**config.mk**
```make
export PLATFORM = sky130hd
export DESIGN_NAME = ip_stream_convert_flat
export DESIGN_NICKNAME = d
export VERILOG_FILES = /design/src/rtl/sys_pkg.sv /design/src/rtl/ip_stream_convert_if.sv /design/src/rtl/conv_fifo.sv /design/src/rtl/ip_stream_convert.sv /design/src/flat_wrapper.sv
export SDC_FILE = /design/constraint.sdc
export NUM_CORES = 1
export LEC_CHECK = 0
export ABC_CLOCK_PERIOD_IN_PS = 5900
export BUFFER_PORTS_ARGS = -buffer_cell sky130_fd_sc_hd__buf_2
export CELL_PAD_IN_SITES_DETAIL_PLACEMENT = 0
export CELL_PAD_IN_SITES_GLOBAL_PLACEMENT = 2
export CORE_MARGIN = 3
export CORE_UTILIZATION = 33
export DETAILED_ROUTE_END_ITERATION = 6
export HOLD_SLACK_MARGIN = 0.12
export PLACE_DENSITY_LB_ADDON = 0.1
export REMOVE_ABC_BUFFERS = 1
export SYNTH_ARGS = -nofsm -noshare
export SYNTH_HDL_FRONTEND = slang
export SYNTH_HIERARCHICAL = 1
export SYNTH_SLANG_ARGS = --single-unit
```
**constraint.sdc**
```tcl
create_clock -name clk -period 5.9 [get_ports clk]
set_input_delay 0.295 -clock clk [delete_from_list [all_inputs] [get_ports clk]]
set_output_delay 0.295 -clock clk [all_outputs]
set_load 0.01 [all_outputs]
```
**src/rtl/sys_pkg.sv**
```systemverilog
// sys_pkg: shared fixed-point output type and stream-convert defaults
package sys_pkg;
  localparam int FPT_W = 32;
  localparam int FRAC_BITS_DEF = 16;
  localparam int FRAME_LEN_DEF = 8;
  typedef logic signed [FPT_W-1:0] fpt_t;
endpackage

```
**src/rtl/ip_stream_convert_if.sv**
```systemverilog
// ip_stream_convert_if: raw-sample input and fixed-point output stream handshakes
interface ip_stream_convert_if
  import sys_pkg::*;
#(
  parameter int RAW_W = 32,
  parameter int OUT_W = $bits(fpt_t)
);
  logic in_valid, in_ready, out_valid, out_ready, out_last;
  logic [RAW_W-1:0] in_data;
  logic [OUT_W-1:0] out_data;
  modport master (output in_valid, in_data, out_ready, input in_ready, out_valid, out_data, out_last);
  modport slave (input in_valid, in_data, out_ready, output in_ready, out_valid, out_data, out_last);
endinterface

```
**src/rtl/conv_fifo.sv**
```systemverilog
// conv_fifo: first-word fall-through FIFO with count-based full/empty and sync clear
module conv_fifo #(
  parameter int W = 33,
  parameter int DEPTH = 4
) (
  input  logic         clk,
  input  logic         rst_n,
  input  logic         clr,
  input  logic         push,
  input  logic         pop,
  input  logic [W-1:0] din,
  output logic [W-1:0] dout,
  output logic         full,
  output logic         empty
);
  localparam int AW = $clog2(DEPTH);
  logic [W-1:0] mem_q [DEPTH];
  logic [AW-1:0] wr_q, rd_q;
  logic [AW:0] cnt_q;
  logic do_push, do_pop;
  assign full = cnt_q == (AW+1)'(DEPTH);
  assign empty = cnt_q == '0;
  assign do_push = push & ~full;
  assign do_pop = pop & ~empty;
  // Output forced to zero when empty so nothing stale shows during reset.
  assign dout = empty ? '0 : mem_q[rd_q];
  always_ff @(posedge clk or negedge rst_n)
    if (!rst_n) begin
      wr_q <= '0;
      rd_q <= '0;
      cnt_q <= '0;
    end else if (clr) begin
      wr_q <= '0;
      rd_q <= '0;
      cnt_q <= '0;
    end else begin
      wr_q <= wr_q + AW'(do_push);
      rd_q <= rd_q + AW'(do_pop);
      cnt_q <= cnt_q + (AW+1)'(do_push) - (AW+1)'(do_pop);
    end
  always_ff @(posedge clk)
    if (do_push) mem_q[wr_q] <= din;
endmodule

```
**src/rtl/ip_stream_convert.sv**
```systemverilog
// ip_stream_convert: raw integer to fixed-point stream with FFT framing; IP_CONVERT_SAT_EN enables saturation
module ip_stream_convert
  import sys_pkg::*;
#(
  parameter int RAW_W = 32,
  parameter int OUT_W = FPT_W,
  parameter int FRAC_BITS = FRAC_BITS_DEF,
  parameter int FRAME_LEN = FRAME_LEN_DEF,
  parameter int DEPTH = 4
) (
  ip_stream_convert_if.slave s,
  input  logic clk,
  input  logic rst_n,
  input  logic flush,
  input  logic ovf_clr,
  output logic ovf
);
  localparam int CW = (RAW_W + FRAC_BITS > OUT_W) ? RAW_W + FRAC_BITS : OUT_W;
  localparam int FW = $clog2(FRAME_LEN);
  logic signed [CW-1:0] ext;
  logic [OUT_W-1:0] res;
  logic [OUT_W:0] dout;
  logic [FW-1:0] idx_q, idx_d;
  logic rdy_q, acc, full, empty;
  assign ext = CW'(signed'(s.in_data)) <<< FRAC_BITS;
  // rdy_q keeps in_ready low until the first edge after reset release.
  assign s.in_ready = rdy_q & ~full & ~flush;
  assign s.out_valid = ~empty;
  assign {s.out_last, s.out_data} = dout;
  assign acc = s.in_valid & s.in_ready;
  assign idx_d = flush ? '0 : idx_q + FW'(acc);
`ifdef IP_CONVERT_SAT_EN
  logic fits, ovf_q, ovf_d;
  assign fits = ext == CW'(signed'(ext[OUT_W-1:0]));
  assign res = fits ? ext[OUT_W-1:0] : {ext[CW-1], {(OUT_W-1){~ext[CW-1]}}};
  assign ovf_d = (acc & ~fits) | (ovf_q & ~ovf_clr);
  assign ovf = ovf_q;
  always_ff @(posedge clk or negedge rst_n)
    if (!rst_n) ovf_q <= 1'b0;
    else ovf_q <= ovf_d;
`else
  logic unused_ok;
  assign res = ext[OUT_W-1:0];
  assign ovf = 1'b0;
  assign unused_ok = ^{ovf_clr, ext};
`endif
  always_ff @(posedge clk or negedge rst_n)
    if (!rst_n) begin
      rdy_q <= 1'b0;
      idx_q <= '0;
    end else begin
      rdy_q <= 1'b1;
      idx_q <= idx_d;
    end
  conv_fifo #(.W(OUT_W + 1), .DEPTH(DEPTH)) u_fifo (
    .clk(clk),
    .rst_n(rst_n),
    .clr(flush),
    .push(acc),
    .pop(s.out_ready),
    .din({&idx_q, res}),
    .dout(dout),
    .full(full),
    .empty(empty)
  );
endmodule

```
**src/flat_wrapper.sv**
```systemverilog
// flat-port wrapper written by rule: the top's interface ports become plain ports
module ip_stream_convert_flat import sys_pkg::*;
#(
  parameter int RAW_W = 32,
  parameter int OUT_W = FPT_W,
  parameter int FRAC_BITS = FRAC_BITS_DEF,
  parameter int FRAME_LEN = FRAME_LEN_DEF,
  parameter int DEPTH = 4
)
  (clk, rst_n, flush, ovf_clr, ovf, s_in_valid, s_in_data, s_out_ready, s_in_ready, s_out_valid, s_out_data, s_out_last);
  ip_stream_convert_if #(.RAW_W(RAW_W), .OUT_W(OUT_W)) s_i ();
  input  logic clk;
  input  logic rst_n;
  input  logic flush;
  input  logic ovf_clr;
  output logic ovf;
  input wire logic [$bits(s_i.in_valid)-1:0] s_in_valid;
  input wire logic [$bits(s_i.in_data)-1:0] s_in_data;
  input wire logic [$bits(s_i.out_ready)-1:0] s_out_ready;
  output wire logic [$bits(s_i.in_ready)-1:0] s_in_ready;
  output wire logic [$bits(s_i.out_valid)-1:0] s_out_valid;
  output wire logic [$bits(s_i.out_data)-1:0] s_out_data;
  output wire logic [$bits(s_i.out_last)-1:0] s_out_last;
  assign s_i.in_valid = s_in_valid;
  assign s_i.in_data = s_in_data;
  assign s_i.out_ready = s_out_ready;
  assign s_in_ready = s_i.in_ready;
  assign s_out_valid = s_i.out_valid;
  assign s_out_data = s_i.out_data;
  assign s_out_last = s_i.out_last;
  ip_stream_convert #(.RAW_W(RAW_W), .OUT_W(OUT_W), .FRAC_BITS(FRAC_BITS), .FRAME_LEN(FRAME_LEN), .DEPTH(DEPTH)) u_core (.s(s_i), .clk(clk), .rst_n(rst_n), .flush(flush), .ovf_clr(ovf_clr), .ovf(ovf));
endmodule
```
==> results of run 1 <==
[registers in the layout (all words and copies together), names as in the netlist]
register / cells
u_core/u_fifo/wr_q: 2
u_core/u_fifo/rd_q: 2
u_core/u_fifo/cnt_q: 3
u_core/idx_q: 3
u_core/u_fifo/mem_q: 132
u_core/rdy_q: 1
[logic make-up (layout without fill, tap and decap cells)]
family	count (synthesis)	in the layout	synth area share
xor gates and xnor gates	4	4	0.00867
adders and majority gates	7	7	0.0169
buffers and inverters	17	116	0.0227
DFF	143	143	0.753
muxes	33	33	0.134
other	2	66	0.00133
and+or+nand+nor	55	55	0.0636
[routing by layer]
| metal | vias to the layer above | GRT usage | wire length, um |
|---|---|---|---|
| li1 | 1276 | - | - |
| met1 | 1381 | 0.149 | 4290 |
| met2 | 58 | 0.206 | 5330 |
| met3 | 11 | 0.0415 | 419 |
| met4 | 0 | 0.0454 | 124 |
| met5 | - | 0 | 0 |
[cell type report]
cell class	instances	area [um2]
timing repair buffer	80	505
tap	220	275
multi-input combinational	165	1540
clock buffer	21	440
sequential	143	4240
clock inverter	11	73.8
inverter	4	15.0
fill	1519	9550
[timing repair]
action / in CTS / in global routing
hold buffers: 17 / 0
endpoints found under the setup margin: 0 / 0
endpoints found under the hold margin: 75 / 0
[final timing paths]
path | start | end | slack, ps
worst max-delay path | u_core/u_fifo/cnt_q[2] | u_core/u_fifo/mem_q[1][18] | 3160
worst min-delay path | flush | u_core/u_fifo/cnt_q[1] | 200
worst max register to register | u_core/u_fifo/cnt_q[2] | u_core/u_fifo/mem_q[1][18] | 3160
worst min register to register | u_core/idx_q[2] | u_core/idx_q[2] | 540
max in group asynchronous | rst_n | u_core/u_fifo/rd_q[1] | 5380
min in group asynchronous | rst_n | u_core/u_fifo/wr_q[0] | 290
[power groups by stage]
stage	combinational [W]	clock, W	sequential (W)
2_1_floorplan	0.000373	0	0.00123
3_3_place_gp	0.000667	0	0.00120
3_5_place_dp	0.000667	0	0.00120
4_1_cts	0.000679	0.000970	0.00118
5_1_grt	0.000726	0.00102	0.00118
6_report	0.000648	0.000930	0.00118
[cells in the mapped netlist, types with 2 or more instances]
library cell | count | area share
sky130_fd_sc_hd__edfxtp_1 | 132 | 0.70
sky130_fd_sc_hd__nor2b_1 | 4 | 0.0044
sky130_fd_sc_hd__nor2_1 | 5 | 0.0033
sky130_fd_sc_hd__ha_1 | 6 | 0.013
sky130_fd_sc_hd__conb_1 | 2 | 0.0013
sky130_fd_sc_hd__nor4bb_1 | 2 | 0.0036
sky130_fd_sc_hd__xnor2_1 | 3 | 0.0047
sky130_fd_sc_hd__buf_2 | 3 | 0.0027
sky130_fd_sc_hd__buf_12 | 3 | 0.011
sky130_fd_sc_hd__inv_1 | 4 | 0.0027
sky130_fd_sc_hd__and2_1 | 35 | 0.039
sky130_fd_sc_hd__and2b_2 | 2 | 0.0031
sky130_fd_sc_hd__mux4_1 | 3 | 0.014
sky130_fd_sc_hd__clkbuf_1 | 5 | 0.0033
sky130_fd_sc_hd__dfrtp_1 | 11 | 0.049
sky130_fd_sc_hd__mux4_2 | 30 | 0.12
[per-stage QoR]
step | cell area (um2) | std cells | hold WS [ps]
2_1_floorplan | 5760 | 312 | -0.591
3_3_place_gp | 6410 | 595 | 186
3_5_place_dp | 6410 | 595 | 187
4_1_cts | 7090 | 644 | 187
5_1_grt | 7090 | 644 | 207
6_report | 7090 | 644 | 200
==> results.toml, run 1 <==
[outcome]
status = "finished clean"

[clocking]
post_cts.resized_instances = 0
cts_root_buffer = "sky130_fd_sc_hd__clkbuf_16"
cts-root-to-sink-buffers = 2
clk_pin_slew_worst_paths_ps = 50
numCtsBuffers = 17
clock-sinks = 143
cts_tree = "done"
cts_max_level = 4
cts_post_setup_buffers_inserted = 0
insertion_delay_of_the_later_clocked_pin_in_the_worst_skew_pair_ps = 410

[timing]
period_share = 0.465
unrepaired_setup_endpoints_after_global_routing = "no"
slew-limit-headroom = 0.334
worst_slack_ps = 3160
max_clock_freq_mhz = 364
setup_viol = 0
fin_setup_tns_ps = 0
fin_worst_skew_ps = 9.07
final_max_slew_viol_count = 0
worst_pin_slew_ps = 999
period_needed_ps = 2740
hold_viol_final = 0

[power_and_ir_drop]
power.static_leakage_nw = 2.61
internal-power_w = 0.00204
seq_power_share = 0.427
power.switching_w = 0.000714
power.clock.fraction = 0.338
power_density_nw_per_um2 = 388
worst_ir_drop_vdd_mv = 0.206
finalPower_w = 0.00275
sw_frac_of_total = 0.259
pwr-share-comb = 0.235

[floorplan]
die_area_um2 = 18700
floorplan.core_area_um2 = 16600
floorplan.initialDensity = 0.338
chipWidth_um = 137
die_y_um = 137
io_pins = 74
fp-row-count = 47

[logic_synthesis]
yosys.cell_types.count = 27
synth.ff_latch_count = 143
yosysWarnings = 6
synth.avg_cell_area_um2 = 21.6
postSynth.topFlopCell = "sky130_fd_sc_hd__edfxtp_1"
synth_sequential_area_ratio = 0.753
synthCells = 261
synth-edff-count = 132
post_synthesis_cell_area_um2 = 5630
async_reset_ff_frac = 0.0769

[routing]
drt-pass1-iter-count = 4
detail_route.vias_per_cell = 4.23
drt_wl_total_um = 10200
routedWlPerCell_um = 15.8
initialDrtViolationCount = 106
via_count = 2726
antenna_violating_nets_post_route = 0
route.detailed.drc = 0

[hold_path]
number_of_instances_on_the_worst_hold_path = 2
holdCritPathClass = "input port to flop"

[final_layout]
nNetsFinal = 456
layout.core_utilization = 0.426
final_layout_size_suffix_gt1_frac = 0.295
mostFrequentLayoutCells = "sky130_fd_sc_hd__edfxtp_1 (132), sky130_fd_sc_hd__conb_1 (66), sky130_fd_sc_hd__buf_2 (55)"
mostFrequentLayoutCell = "sky130_fd_sc_hd__edfxtp_1"
area_growth_syn_to_layout_pct = 26.0
n_antenna_cell = 0

[setup_path]
critical-path-max-stage-delay_ps = 650
worst-endpoint-arrival_ps = 2800
critical_path.slowest_cell = "sky130_fd_sc_hd__nor4bb_4"
worstPathMaxFanout = 27
worstRegToRegCells = 6
worstPathRequired_ps = 5960
timing_worst_setup_path_type = "flop to flop"
crit_cells = 6
cp-start-kind = "flop"
critPathCaptureType = "flop"
critical_path.top_delay_family = "simple AND/OR/NAND/NOR gates"
crit_path_most_repeated_cell = "sky130_fd_sc_hd__buf_4"
critical_path.cell_chain = "nor3b_1 > buf_4 > nor3b_2 > and2_1 > nor4bb_4 > buf_4"
cp.buffers_inverters = 2

[job]
max_cap_viol_count = 0

[global_route]
grt_pass1_vias = 3057
grt_antenna_before_repair = 0
pin_count_of_the_biggest_net_entering_global_routing = 35
grt_usage = 0.124
global_route.overflow_total = 0
global_route_wire_length_before_repair_um = 16500

[placement]
gpl.final_weighted_congestion = 0.626
detailed_placer_s_ending_hpwl_um = 5600
io_buffer_count = 55
preCtsSetupSlack_ps = 3050
Power figures use the tool's default switching activity.
==> inputs of run 2 (changes only) <==
--- a/config.mk
+++ b/config.mk
@@ -5,7 +5,7 @@
 export SDC_FILE = /design/constraint.sdc
 export NUM_CORES = 1
 export LEC_CHECK = 0
-export ABC_CLOCK_PERIOD_IN_PS = 5900
+export ABC_CLOCK_PERIOD_IN_PS = 2550
 export BUFFER_PORTS_ARGS = -buffer_cell sky130_fd_sc_hd__buf_2
 export CELL_PAD_IN_SITES_DETAIL_PLACEMENT = 0
 export CELL_PAD_IN_SITES_GLOBAL_PLACEMENT = 2
==> constraint.sdc (replaced) <==
create_clock -name clk -period 2.55 [get_ports clk]
set_input_delay 0.1275 -clock clk [delete_from_list [all_inputs] [get_ports clk]]
set_output_delay 0.1275 -clock clk [all_outputs]
set_load 0.01 [all_outputs]
==> results.toml, run 2 (synthesis gave the netlist of run 1 again) <==
[job]
max_cap_viol_count = 0

[clocking]
cts-root-to-sink-buffers = 2
cts_post_setup_buffers_inserted = 0
clock-sinks = 143
cts_max_level = 4
clk_pin_slew_worst_paths_ps = 60
cts_tree = "done"
insertion_delay_of_the_later_clocked_pin_in_the_worst_skew_pair_ps = 410
post_cts.resized_instances = 0
cts_root_buffer = "sky130_fd_sc_hd__clkbuf_16"
numCtsBuffers = 17

[final_layout]
area_growth_syn_to_layout_pct = 29.8
mostFrequentLayoutCell = "sky130_fd_sc_hd__edfxtp_1"
layout.core_utilization = 0.439
largest_register_ff_count = 132
final_layout_size_suffix_gt1_frac = 0.316
registers.top_by_ff_count = "u_core/u_fifo/mem_q"
fin_cells = 650
mostFrequentLayoutCells = "sky130_fd_sc_hd__edfxtp_1 (132), sky130_fd_sc_hd__conb_1 (66), sky130_fd_sc_hd__buf_2 (55)"
largest_registers = "u_core/u_fifo/mem_q: 132 flops, u_core/idx_q: 3 flops, u_core/u_fifo/cnt_q: 3 flops"
n_antenna_cell = 0
nNetsFinal = 464

[setup_path]
worst-endpoint-arrival_ps = 2610
worstPathRequired_ps = 2850
cp.buffers_inverters = 3
critical_path.slowest_cell = "sky130_fd_sc_hd__dfrtp_1"
worstPathMaxFanout = 6
critical_path.top_delay_family = "adder cells"
critPathCaptureType = "flop"
cp-start-kind = "flop"
critical_path.cell_chain = "nor3b_1 > buf_4 > nand2b_1 > ha_1 > inv_1 > ha_1 > inv_1 > fa_1 > xnor3_1 > nor2_1"
timing_worst_setup_path_type = "flop to flop"
critical-path-max-stage-delay_ps = 430

[power_and_ir_drop]
finalPower_w = 0.00676
pwr-share-comb = 0.224
internal-power_w = 0.00507
power.clock.fraction = 0.369
power.static_leakage_nw = 2.70
sw_frac_of_total = 0.251
worst_ir_drop_vdd_mv = 0.479
seq_power_share = 0.406
power.switching_w = 0.00170
power_density_nw_per_um2 = 926

[outcome]
status = "finished clean"

[floorplan]
die_area_um2 = 18700
fp-row-count = 47
floorplan.initialDensity = 0.338
floorplan.core_area_um2 = 16600
io_pins = 74
die_y_um = 137
chipWidth_um = 137

[timing]
period_needed_ps = 2320
fin_worst_skew_ps = 5.89
setup_viol = 0
period_share = 0.908
unrepaired_setup_endpoints_after_global_routing = "no"
max_clock_freq_mhz = 432
final_max_slew_viol_count = 0
hold_viol_final = 0

[routing]
routedWlPerCell_um = 15.6
detail_route.vias_per_cell = 4.16
initialDrtViolationCount = 97
antenna_violating_nets_post_route = 0
drt_wl_total_um = 10200
drt-pass1-iter-count = 4
route.detailed.drc = 0
via_count = 2707

[global_route]
grt_antenna_before_repair = 0
pin_count_of_the_biggest_net_entering_global_routing = 35
grt_usage = 0.120
grt_pass1_vias = 2903
global_route_wire_length_before_repair_um = 16100
global_route.overflow_total = 0

[placement]
detailed_placer_s_ending_hpwl_um = 6070
io_buffer_count = 55
gpl.final_weighted_congestion = 0.648
number_of_placed_instances_taps_included = 600

[hold_path]
holdCritPathClass = "input port to flop"
==> run 2: cell types whose count changed in the layout (fill, tap and decap cells not counted), sizes merged <==
cell	previous run	this run
buf	63	68
bufinv	1	4
clkbuf	21	18
clkinv	10	7
dlygate4sd3	17	20
clkinvlp	0	1
==> run 2: layout make-up <==
type / count / area (um2)
Sequential cell: 143 / 4240
Clock buffer: 18 / 429
Timing Repair Buffer: 88 / 636
Fill cell: 1511 / 9330
Clock inverter: 12 / 170
Tap cell: 220 / 275
Inverter: 4 / 15.0
Multi-Input combinational cell: 165 / 1540
==> run 2: worst paths after layout <==
| path | start | to | slack (ps) | cells past startpoint |
|---|---|---|---|---|
| min | s_out_ready | u_core/u_fifo/rd_q[0] | 200 | 4 |
| max reg2reg | u_core/u_fifo/cnt_q[1] | u_core/u_fifo/cnt_q[2] | 230 | 10 |
| max in group asynchronous | rst_n | u_core/u_fifo/rd_q[0] | 930 | 4 |
| min reg2reg | u_core/idx_q[2] | u_core/idx_q[2] | 540 | 2 |
| max | u_core/u_fifo/cnt_q[1] | u_core/u_fifo/cnt_q[2] | 230 | 10 |
| min in group asynchronous | rst_n | u_core/idx_q[2] | 610 | 3 |
==> run 2: repair_timing <==
item | in CTS | in global routing
endpoints found under the hold margin | 83 | 0
setup endpoints to repair | 0 | 0
hold buffers | 20 | 0
==> run 2: per-stage QoR <==
stage / setup TNS (ps) / setup WS (ps) / hold slack [ps] / instance area [um2]
finish: 0 / 234 / 196 / 7310
global route: 0 / 43.0 / 222 / 7310
CTS: 0 / 181 / 190 / 7310
detailed placement: 0 / 224 / 24.8 / 6510
global placement: 0 / 222 / 20.5 / 6510
floorplan: -233830 / -2540 / -168 / 5760
==> run 2: power groups by stage <==
| stage | clock, W | combinational (W) | sequential (W) |
|---|---|---|---|
| 6_report | 0.00250 | 0.00152 | 0.00275 |
| 5_1_grt | 0.00268 | 0.00169 | 0.00277 |
| 4_1_cts | 0.00258 | 0.00158 | 0.00276 |
| 3_5_place_dp | 0 | 0.00155 | 0.00280 |
| 3_3_place_gp | 0 | 0.00155 | 0.00280 |
| 2_1_floorplan | 0 | 0.000864 | 0.00285 |
==> run 2: worst min-delay path, cell delays in order <==
cell,delay [ps]
sky130_fd_sc_hd__buf_2,80
sky130_fd_sc_hd__and2_1,140
sky130_fd_sc_hd__ha_1,120
sky130_fd_sc_hd__nor2b_1,110
==> run 2: routing by layer <==
metal,wire length [um],GRT usage,vias up
li1,-,-,1283
met1,4340,0.147,1355
met2,5220,0.197,52
met3,385,0.0342,17
met4,213,0.0538,0
met5,0,0,-
